==> src/rtl/imem_loader.sv <==
// imem_loader: turns a length-prefixed byte stream into 32-bit instruction memory writes and holds the core in reset until the load succeeds.
// Optional trailing XOR checksum byte, enabled by defining IMEM_LOADER_CHECKSUM_EN.
module imem_loader #(
  parameter int DEPTH_WORDS = 64,
  parameter int ADDR_W      = 8
) (
  input  logic              clk,
  input  logic              reset,
  input  logic              start,
  input  logic              rx_valid,
  input  logic [7:0]        rx_data,
  output logic              rx_ready,
  output logic              imem_we,
  output logic [ADDR_W-1:0] imem_addr,
  output logic [31:0]       imem_wdata,
  output logic              cpu_reset,
  output logic              done,
  output logic              error,
  output logic [15:0]       word_count
);

  localparam logic [2:0] S_HDR0  = 3'd0;
  localparam logic [2:0] S_HDR1  = 3'd1;
  localparam logic [2:0] S_LOAD  = 3'd2;
  localparam logic [2:0] S_DONE  = 3'd3;
  localparam logic [2:0] S_ERROR = 3'd4;
`ifdef IMEM_LOADER_CHECKSUM_EN
  localparam logic [2:0] S_CHK         = 3'd5;
  localparam logic [2:0] S_PAYLOAD_END = S_CHK;
`else
  localparam logic [2:0] S_PAYLOAD_END = S_DONE;
`endif

  logic [2:0]        r_state;
  logic [2:0]        w_next_state;
  logic              r_rx_ready;
  logic [7:0]        r_n_lo;
  logic [15:0]       r_n;
  logic [1:0]        r_byte_cnt;
  logic [15:0]       r_idx;
  logic [23:0]       r_asm;
  logic              r_we;
  logic [ADDR_W-1:0] r_addr;
  logic [31:0]       r_wdata;
  logic              r_cpu_reset;
  logic              r_done;
  logic              r_error;
  logic [15:0]       r_word_count;
`ifdef IMEM_LOADER_CHECKSUM_EN
  logic [7:0]        r_csum;
`endif

  logic        w_accept;
  logic [15:0] w_hdr_n;
  logic        w_word_done;
  logic        w_last_word;

  // rx_ready is a pure function of state; it is registered from the next state so it tracks r_state exactly.
  function automatic logic f_ready(input logic [2:0] st);
    case (st)
      S_HDR0, S_HDR1, S_LOAD: f_ready = 1'b1;
`ifdef IMEM_LOADER_CHECKSUM_EN
      S_CHK:                  f_ready = 1'b1;
`endif
      default:                f_ready = 1'b0;
    endcase
  endfunction

  assign w_accept    = rx_valid && r_rx_ready;
  assign w_hdr_n     = {rx_data, r_n_lo};
  assign w_word_done = w_accept && (r_state == S_LOAD) && (r_byte_cnt == 2'd3);
  assign w_last_word = (r_idx == (r_n - 16'd1));

  // Next-state decode for the load sequencer.
  always_comb begin
    w_next_state = r_state;
    case (r_state)
      S_HDR0: begin
        if (w_accept) w_next_state = S_HDR1;
        else          w_next_state = S_HDR0;
      end
      S_HDR1: begin
        if (!w_accept)                       w_next_state = S_HDR1;
        else if (w_hdr_n == 16'd0)           w_next_state = S_PAYLOAD_END;
        else if (w_hdr_n > 16'(DEPTH_WORDS)) w_next_state = S_ERROR;
        else                                 w_next_state = S_LOAD;
      end
      S_LOAD: begin
        if (w_word_done && w_last_word) w_next_state = S_PAYLOAD_END;
        else                            w_next_state = S_LOAD;
      end
`ifdef IMEM_LOADER_CHECKSUM_EN
      S_CHK: begin
        if (!w_accept)              w_next_state = S_CHK;
        else if (rx_data == r_csum) w_next_state = S_DONE;
        else                        w_next_state = S_ERROR;
      end
`endif
      S_DONE: begin
        if (start) w_next_state = S_HDR0;
        else       w_next_state = S_DONE;
      end
      S_ERROR: begin
        if (start) w_next_state = S_HDR0;
        else       w_next_state = S_ERROR;
      end
      default: w_next_state = S_ERROR;
    endcase
  end

  // Sequencer state and status flags; cpu_reset drops only after a full cycle spent in DONE.
  always_ff @(posedge clk or negedge reset) begin
    if (!reset) begin
      r_state     <= S_HDR0;
      r_rx_ready  <= 1'b0;
      r_done      <= 1'b0;
      r_error     <= 1'b0;
      r_cpu_reset <= 1'b1;
    end else begin
      r_state     <= w_next_state;
      r_rx_ready  <= f_ready(w_next_state);
      r_done      <= (w_next_state == S_DONE);
      r_error     <= (w_next_state == S_ERROR);
      r_cpu_reset <= !((r_state == S_DONE) && (w_next_state == S_DONE));
    end
  end

  // Header capture, word assembly and the instruction memory write port.
  always_ff @(posedge clk or negedge reset) begin
    if (!reset) begin
      r_n_lo       <= 8'h00;
      r_n          <= 16'h0000;
      r_byte_cnt   <= 2'd0;
      r_idx        <= 16'h0000;
      r_asm        <= 24'h000000;
      r_we         <= 1'b0;
      r_addr       <= {ADDR_W{1'b0}};
      r_wdata      <= 32'h0000_0000;
      r_word_count <= 16'h0000;
`ifdef IMEM_LOADER_CHECKSUM_EN
      r_csum       <= 8'h00;
`endif
    end else begin
      r_we <= w_word_done;
      if (w_accept && (r_state == S_HDR0)) begin
        r_n_lo <= rx_data;
      end
      if (w_accept && (r_state == S_HDR1)) begin
        r_n          <= w_hdr_n;
        r_byte_cnt   <= 2'd0;
        r_idx        <= 16'h0000;
        r_word_count <= 16'h0000;
`ifdef IMEM_LOADER_CHECKSUM_EN
        r_csum       <= 8'h00;
`endif
      end
      if (w_accept && (r_state == S_LOAD)) begin
        r_byte_cnt <= r_byte_cnt + 2'd1;
`ifdef IMEM_LOADER_CHECKSUM_EN
        r_csum     <= r_csum ^ rx_data;
`endif
        case (r_byte_cnt)
          2'd0:    r_asm[7:0]   <= rx_data;
          2'd1:    r_asm[15:8]  <= rx_data;
          2'd2:    r_asm[23:16] <= rx_data;
          default: r_asm        <= r_asm;
        endcase
      end
      // The fourth byte goes straight into the write data; it never lands in r_asm.
      if (w_word_done) begin
        r_addr       <= {r_idx[ADDR_W-3:0], 2'b00};
        r_wdata      <= {rx_data, r_asm};
        r_idx        <= r_idx + 16'd1;
        r_word_count <= r_word_count + 16'd1;
      end
      if (start && ((r_state == S_DONE) || (r_state == S_ERROR))) begin
        r_word_count <= 16'h0000;
      end
    end
  end

  assign rx_ready   = r_rx_ready;
  assign imem_we    = r_we;
  assign imem_addr  = r_addr;
  assign imem_wdata = r_wdata;
  assign cpu_reset  = r_cpu_reset;
  assign done       = r_done;
  assign error      = r_error;
  assign word_count = r_word_count;

endmodule

==> config.mk <==
export PLATFORM = sky130hd
export DESIGN_NAME = imem_loader
export DESIGN_NICKNAME = d
export VERILOG_FILES = /design/src/rtl/imem_loader.sv
export SDC_FILE = /design/constraint.sdc
export NUM_CORES = 1
export LEC_CHECK = 0
export CELL_PAD_IN_SITES_DETAIL_PLACEMENT = 1
export CELL_PAD_IN_SITES_GLOBAL_PLACEMENT = 1
export CORE_MARGIN = 2
export CORE_UTILIZATION = 45
export CTS_BUF_LIST = sky130_fd_sc_hd__clkbuf_4 sky130_fd_sc_hd__clkbuf_8
export DETAILED_ROUTE_END_ITERATION = 8
export GPL_ROUTABILITY_DRIVEN = 0
export PLACE_DENSITY = 0.93
export RECOVER_POWER = 25
export SLEW_MARGIN = 20
export SYNTH_ARGS = -nofsm -noshare
export SYNTH_HDL_FRONTEND = slang
export SYNTH_SLANG_ARGS = --single-unit
==> constraint.sdc <==
create_clock -name clk -period 2.8 [get_ports clk]
set_input_delay 0.56 -clock clk [delete_from_list [all_inputs] [get_ports clk]]
set_output_delay 0.56 -clock clk [all_outputs]
set_load 0.1 [all_outputs]
### Word-level counts from Yosys, hierarchy flattened

Cells that the tools add are included.

| cells by class | value |
|---|---|
| add/subtract/negate cells | 4 |
| order comparisons | 1 |
| equality and inequality tests | 12 |
| muxes and demuxes | 15 |
| reduce and logical (&&, ||, !) cells | 21 |

Operators with widths:

| operator | number |
|---|---|
| two-way mux 16 bit | 4 |
| adder 16 x 1 -> 16 bit, second input constant | 2 |
| equality test 16 bit | 1 |
| greater-than comparator 16 x 7 -> 1 bit, second input constant | 1 |
| zero test 16 bit | 1 |
| subtractor 16 x 1 -> 16 bit, second input constant | 1 |
| case mux 3 bit (5 select lines) | 1 |
| equality test 3 x 2 -> 1 bit, second input constant | 4 |
| two-way mux 3 bit | 4 |
| logical AND 1 bit | 8 |
| equality test 3 x 1 -> 1 bit, second input constant | 2 |
| equality test 3 bit, second input constant | 2 |
| zero test 3 bit | 2 |
| two-way mux 2 bit | 3 |
| AND reduction 2 bit | 3 |
| equality test 2 bit, second input constant | 2 |
| nonzero test 2 bit | 2 |
| two-way mux 1 bit | 3 |
| nonzero test 3 bit | 1 |
| OR reduction 3 bit | 1 |
| adder 2 x 1 -> 2 bit, second input constant | 1 |
| equality test 2 x 1 -> 1 bit, second input constant | 1 |
| zero test 2 bit | 1 |
| zero test 1 bit | 1 |
| logical OR 1 bit | 1 |

| storage, ports and cells | value |
|---|---|
| bits in registers | 128 |
| output and inout bits | 61 |
| word-level logic and storage cells | 69 |

### Longest topological paths before layout

Gate-level depths: netlist of the first run.

| depth | value |
|---|---|
| word-level depth | 9 |
| depth in mapped cells | 8 |
| depth with buffers taken out | 8 |

### Least setup slack after synthesis of the first run

Ideal clock, no wire load.

| timing path | value |
|---|---|
| kind | reg2reg |
| start point | register r_rx_ready, in the netlist rx_ready |
| end point | register r_idx[10] |
| library setup time | 0.130 ns |
| data arrival time | 2.350 ns |
| required time | 2.670 ns |
| setup slack | 0.319 ns |
| stages on the path, launching flop included | 8 |
| cells stage by stage | dfrtp_1 > and2_1 > and4_1 > and3_1 > clkbuf_1 > nand4_1 > o211ai_1 > o31ai_1 |

| on the way | value |
|---|---|
| word-level cells in the longest chain between the ends | 4 |
| elaborated cells on any way between the ends | 6 |
| classes of those cells | 1 x mux; 5 x reduce/logical |

RTL lines:

| element | line | RTL |
|---|---|---|
| from (decl) | 36 | `logic r_rx_ready;` |
| from (signal assigned) | 121 | `r_rx_ready <= f_ready(w_next_state);` |
| logical AND 1 bit (*) | 69 | `assign w_accept = rx_valid && r_rx_ready;` |
| logical AND 1 bit (2 in series) | 71 | `assign w_word_done = w_accept && (r_state == S_LOAD) && (r_byte_cnt == 2'd3);` |
| two-way mux 16 bit or nonzero test 2 bit (tied branches) | n/a |  |
| to (signal assigned) | 173 | `r_idx <= r_idx + 16'd1;` |
| to (decl) | 40 | `logic [15:0] r_idx;` |

Mark *: on every way between the ends. The rest lies on a longest branch, timed or not.
A chain may end at the register's enable or synchronous reset.

### Final worst setup path of the first run

| timing path | value |
|---|---|
| start point | register r_n[2] |
| end point | register r_done, in the netlist done |

| on the way | value |
|---|---|
| word-level cells in the longest chain between the ends | 6 |

RTL lines:

| element | line | RTL |
|---|---|---|
| from (decl) | 38 | `logic [15:0] r_n;` |
| from (signal assigned) | 149 | `r_n <= w_hdr_n;` |
| subtractor 16 x 1 -> 16 bit | 72 | `assign w_last_word = (r_idx == (r_n - 16'd1));` |
| equality test 16 bit | 72 |  |
| logical AND 1 bit | 89 | `if (w_word_done && w_last_word) w_next_state = S_PAYLOAD_END;` |
| two-way mux 1 bit | 89 |  |
| case mux 3 bit (5 select lines) | 77 | `case (r_state)` |
| equality test 3 x 2 -> 1 bit | 122 | `r_done <= (w_next_state == S_DONE);` |
| to (signal assigned) | 122 |  |
| to (decl) | 46 | `logic r_done;` |

No other way between the ends.

==> impl_metrics.ini, run 1 <==
[run_status]
status = finished, final reports clean

[timing]
whs_ns = 0.411
post-route-min-period_ns = 2.56
max_freq_mhz = 390
setup_tns_ns = 0
period_share_pct = 91.5
grt_setup_unrepaired = no
maxSlewHeadroom_pct = 5.35
max_slew.worst_pin.slew_ns = 1.42
skew_ns = 0.0155
setup_viol = 0
slew_violations = 0
finalHoldViolations = 0

[critical_path]
cp-end-kind = flip-flop
worst_r2r_endpoint = done
arrival_ns = 2.92
timing.rr.start = r_n[2]
reg2reg_depth = 6
r2r_slack_ns = 0.24
critPathRequiredTime_ns = 3.16
crit_type = flip-flop to flip-flop
crit_fanout = 12
crit_path_start_kind = flip-flop

[routing]
drt.antenna.violating_nets = 0
vias = 5001
wl_per_cell_um = 20.0
wirelength_mm = 17.7
routed_via_density = 5.64
drtPass1Iterations = 4
drtIter0Drc = 218
drc = 0

[synthesis]
syn_avg_cell_area_um2 = 9.74
ys.flop_type = dfrtp_1
ys_ff_latch = 128
yosys_warnings = 0
syn_inst = 612
synth.yosys.seq_area_share_pct = 53.8
synth-edff-count = 0
async_flop_share_pct = 100
ys_types = 61
syn_area_um2 = 5960

[grt]
top_usage_layer = met2
grt_max_degree = 58
antenna_found_initial = 0
track_usage_pct = 26.4
use_met1_pct = 31.5
grt_use_met2_pct = 46.6
grt_pass1_wl_mm = 29.0
grt-ovfl-total = 0
grt_pass1_vias = 5504
use_met3_pct = 5.22

[cts]
numCtsBuffers = 17
holdBufCountCts = 0
cts_tree = yes
h-tree-depth = 4
clk_latency_ns = 0.46
cts_sinks = 128
clk_transition_reported_paths_ns = 0.07
post_cts_resized = 0
cts_root_buffer = clkbuf_8
clockBufferDepth = 2
postCtsSetupRepairBufs = 0

[power]
power_density_nw_per_um2 = 1080
ir_worst_vdd_v = 0.00124
p_leak_nw = 3.51

[floorplan]
start_util_pct = 45.5
std_cell_rows = 42
io_pins = 73
die_area_um2 = 14200
die_x_um = 119
core_area_um2 = 13100
die_h_um = 119

[placed_design]
portBuffers = 70
placed_cells = 855
dpl_cell_area_um2 = 6810
post-dp-hpwl_mm = 12.3

[finish]
layout.nets = 717
antenna_cells = 0
final_cell_mix = nand2_1, dfrtp_1, buf_4, mux2_2, o21ai_1
layout.cells.non_filler = 887
final_common_cell = nand2_1
utilization_pct = 55.2
area_growth_pct = 21.2
fillers = 1476
drive_above_1_share_pct = 22.4
fin_area_um2 = 7220

[min_path]
hold_path.class = input pin to async pin

[run]
maxCapViolations = 0
[how the worst max path moves through the flow]
stage	depth (start not counted)	slack [ns]	startpoint	to
after floorplan	7	0.32	rx_ready	r_idx[10]
after global placement	8	0.32	rx_valid	done
after detailed placement	8	0.13	rx_valid	done
after CTS	8	0.19	r_n[0]	done
after global routing	8	0.01	r_n[0]	done
final	6	0.24	r_n[2]	done
[kinds of logic after synthesis]
group                      count (synthesis)  synth area share (%)
AOI/OAI and AO/OA                         89                  9.43
xor gates and xnor gates                  19                  3.11
adders and majority gates                  7                  1.47
buffers and inverters                     37                  2.56
DFF                                      128                  53.8
muxes                                     36                  6.72
other                                      1                0.0629
and+or+nand+nor                          295                  22.9
[cell usage after synthesis, types with 2 or more instances]
master,count,area share (%)
and3_1,7,0.73
xor2_1,8,1.2
nor3_1,11,0.92
inv_1,9,0.57
o21ai_1,25,2.1
o21ai_0,17,1.4
o31ai_1,11,1.4
buf_1,2,0.13
nor4_1,6,0.63
and4_1,2,0.29
and4bb_1,2,0.42
nand3b_1,2,0.25
a22o_1,2,0.29
a21oi_1,6,0.50
o2111ai_1,2,0.29
nand3_1,17,1.4
a211oi_1,2,0.25
nand2b_1,5,0.52
buf_4,2,0.25
a32oi_1,2,0.29
dfrtp_1,127,53
nor2_1,20,1.3
nand4_1,13,1.4
nand2_1,191,12
mux2_2,31,5.9
mux2i_1,4,0.67
nor4bb_1,2,0.34
a31oi_1,7,0.73
ha_1,7,1.5
or3_1,2,0.21
buf_2,5,0.42
clkbuf_1,18,1.1
xnor2_1,10,1.5
o211ai_1,5,0.63
or4_1,4,0.50
[worst max-delay path, stage by stage, from the launching register on]
cell and delay (ns):
dfrtp_1 0.55, or4_4 0.59, nor2_4 0.14, a32oi_1 0.08, or4_1 0.60, nand4bb_1 0.28, a21oi_1 0.23
[per-stage QoR]
stage	total power, mW	worst slack, ns
floorplan	5.23	0.319
global placement	5.95	0.322
detailed placement	6.10	0.129
CTS	7.82	0.187
global route	8.08	0.0132
finish	7.78	0.238
[flip-flops by register name, indices dropped and copies added, names as in the netlist]
register / flops
error: 1
r_asm: 24
r_idx: 16
cpu_reset: 1
r_state: 3
imem_addr: 6
r_byte_cnt: 2
imem_wdata: 32
imem_we: 1
done: 1
word_count: 16
rx_ready: 1
r_n_lo: 8
r_n: 16
[layer usage]
layer  vias to the layer above  share of wire [%]
li1                       2284                  -
met1                      2568                 41
met2                       117                 52
met3                        32                3.9
met4                         0                2.8
met5                         -                  0
[where the power goes]
part	internal, mW	switching (mW)	leakage (nW)
registers	2.33	0.388	1.65
clock network	0.906	0.777	0.215
logic	0.720	2.65	1.65
total	3.96	3.82	3.51
[area by class of cell]
cell class                 count  area [µm²]  area share (%)
clock inverter                10         128            1.77
tap                          176         220            3.05
timing repair buffer          93         718            9.94
multi-input combinational    448        2620            36.2
clock buffer                  22         297            4.11
sequential                   128        3200            44.4
inverter                      10        37.5           0.520
Power figures use the tool's default switching activity.
==> inputs of run 2 (changes only) <==
--- a/config.mk
+++ b/config.mk
@@ -14,7 +14,7 @@
 export GPL_ROUTABILITY_DRIVEN = 0
 export PLACE_DENSITY = 0.93
 export RECOVER_POWER = 25
-export SLEW_MARGIN = 20
+export SLEW_MARGIN = 25
 export SYNTH_ARGS = -nofsm -noshare
 export SYNTH_HDL_FRONTEND = slang
 export SYNTH_SLANG_ARGS = --single-unit
==> results of run 2 <==
The final DEF is identical to that of run 1; final timing and power are the same.
==> inputs of run 3 (changes only) <==
--- a/config.mk
+++ b/config.mk
@@ -7,6 +7,7 @@
 export LEC_CHECK = 0
 export CELL_PAD_IN_SITES_DETAIL_PLACEMENT = 1
 export CELL_PAD_IN_SITES_GLOBAL_PLACEMENT = 1
+export CORE_ASPECT_RATIO = 1.25
 export CORE_MARGIN = 2
 export CORE_UTILIZATION = 45
 export CTS_BUF_LIST = sky130_fd_sc_hd__clkbuf_4 sky130_fd_sc_hd__clkbuf_8
==> impl_metrics.ini, run 3 (synthesis gave the netlist of run 1 again) <==
[run_status]
status = finished, violations left
violations = max-capacitance violations, max-slew violations

[critical_path]
crit_fanout = 7
critPathSlowestCell = dfrtp_1
timing.rr.start = r_n[0]
arrival_ns = 2.88
reg2reg_depth = 8
crit_path_start_kind = flip-flop
crit_type = flip-flop to flip-flop
cpPeakStageDelay_ns = 0.48
critPathRequiredTime_ns = 3.17
r2r_slack_ns = 0.29
worstPathCellList = inv_1, ha_1, or3b_1, or4_1, nand3_1, o211ai_2, and4bb_1, nor3_1
cp-end-kind = flip-flop
worst_r2r_endpoint = rx_ready

[placed_design]
portBuffers = 70
post-dp-hpwl_mm = 12.0
placed_cells = 848

[floorplan]
io_pins = 73
die_h_um = 133
die_x_um = 107
std_cell_rows = 47
core_area_um2 = 13100
start_util_pct = 45.4
die_area_um2 = 14200

[routing]
drc = 0
wl_per_cell_um = 20.3
drtPass1Iterations = 7
drt.antenna.violating_nets = 0
routed_via_density = 5.77
wirelength_mm = 17.9
vias = 5079
drtIter0Drc = 295

[timing]
whs_ns = 0.479
max_slew.worst_pin.slew_ns = 2.26
period_share_pct = 89.8
post-route-min-period_ns = 2.51
setup_tns_ns = 0
finalHoldViolations = 0
setup_viol = 0
slew_violations = 41
maxSlewHeadroom_pct = -50.4
grt_setup_unrepaired = no
max_freq_mhz = 398
skew_ns = 0.0129

[cts]
numCtsBuffers = 17
clk_latency_ns = 0.45
h-tree-depth = 4
cts_sinks = 128
cts_tree = yes
clk_transition_reported_paths_ns = 0.08
holdBufCountCts = 0
cts_root_buffer = clkbuf_8
clockBufferDepth = 2
postCtsSetupRepairBufs = 0
post_cts_resized = 0

[power]
ir_worst_vdd_v = 0.000924
p_leak_nw = 3.49
power_density_nw_per_um2 = 1080
p_total_mw = 7.80

[grt]
grt_pass1_wl_mm = 29.1
grt-ovfl-total = 0
antenna_found_initial = 0
track_usage_pct = 26.6
grt_pass1_vias = 5545
grt_max_degree = 69

[run]
maxCapViolations = 1

[min_path]
hold_path.startpoint = r_asm[14]
whs_path_depth = 2
holdPathEnd = imem_wdata[14]
hold_path.class = flip-flop to flip-flop

[finish]
layout.cells.non_filler = 880
area_growth_pct = 21.1
final_common_cell = nand2_1
final_cell_mix = nand2_1, dfrtp_1, buf_4, mux2_2, o21ai_1
antenna_cells = 0
drive_above_1_share_pct = 21.9
layout.nets = 715
utilization_pct = 55.0
largest_reg_flops = 32
fillers = 1473
run 3: cell types whose count changed in the layout (fill, tap and decap cells not counted), sizes merged:
cell / change
clkbuf: -3
clkinv: -2
clkinvlp: +2
buf: -1
bufinv: +1
inv: +1
run 3: final cells by class:
type	instances	area, µm²	area share (%)
clock buffer	20	269	3.73
clock inverter	12	158	2.18
inverter	10	37.5	0.520
multi-input combinational	448	2610	36.2
sequential	128	3200	44.4
tap	171	214	2.97
timing repair buffer	91	721	9.99
run 3: power by group:
part | internal (mW) | switching (mW)
clock | 0.942 | 0.787
combinational | 0.721 | 2.65
sequential | 2.33 | 0.369
total | 4.00 | 3.80
run 3: how the worst max path moves through the flow:
stage               startpoint         to  cells after the start
floorplan             rx_ready  r_idx[10]                      7
global placement      rx_valid  r_idx[12]                      7
detailed placement  rx_data[4]   rx_ready                      7
CTS                     r_n[0]   rx_ready                      8
global route             reset  r_n_lo[0]                      2
finish                  r_n[0]   rx_ready                      8
run 3: worst max-delay path: cells and delay by family, from the launching register on:
kind | cells | cell delay (ns)
flip-flops | 1 | 0.48
adder cells (fa/ha/maj) | 1 | 0.28
buffers and inverters | 1 | 0.13
AND/OR/NAND/NOR | 5 | 1.43
AO/OA/AOI/OAI | 1 | 0.11
run 3: routing by layer:
layer / GRT usage, % / vias to the layer above / routed length (µm)
met5: 0 / - / 0
met4: 13.3 / 0 / 498
met3: 4.73 / 40 / 732
met2: 47.5 / 145 / 9720
met1: 30.3 / 2614 / 6920
li1: - / 2280 / -
run 3: through the flow:
step           instance area (µm²)  worst slack, ns
2_1_floorplan                 5960            0.319
4_1_cts                       7230            0.309
3_5_place_dp                  6800           0.0706
3_3_place_gp                  6800            0.331
5_1_grt                       7220            0.111
6_report                      7220            0.286
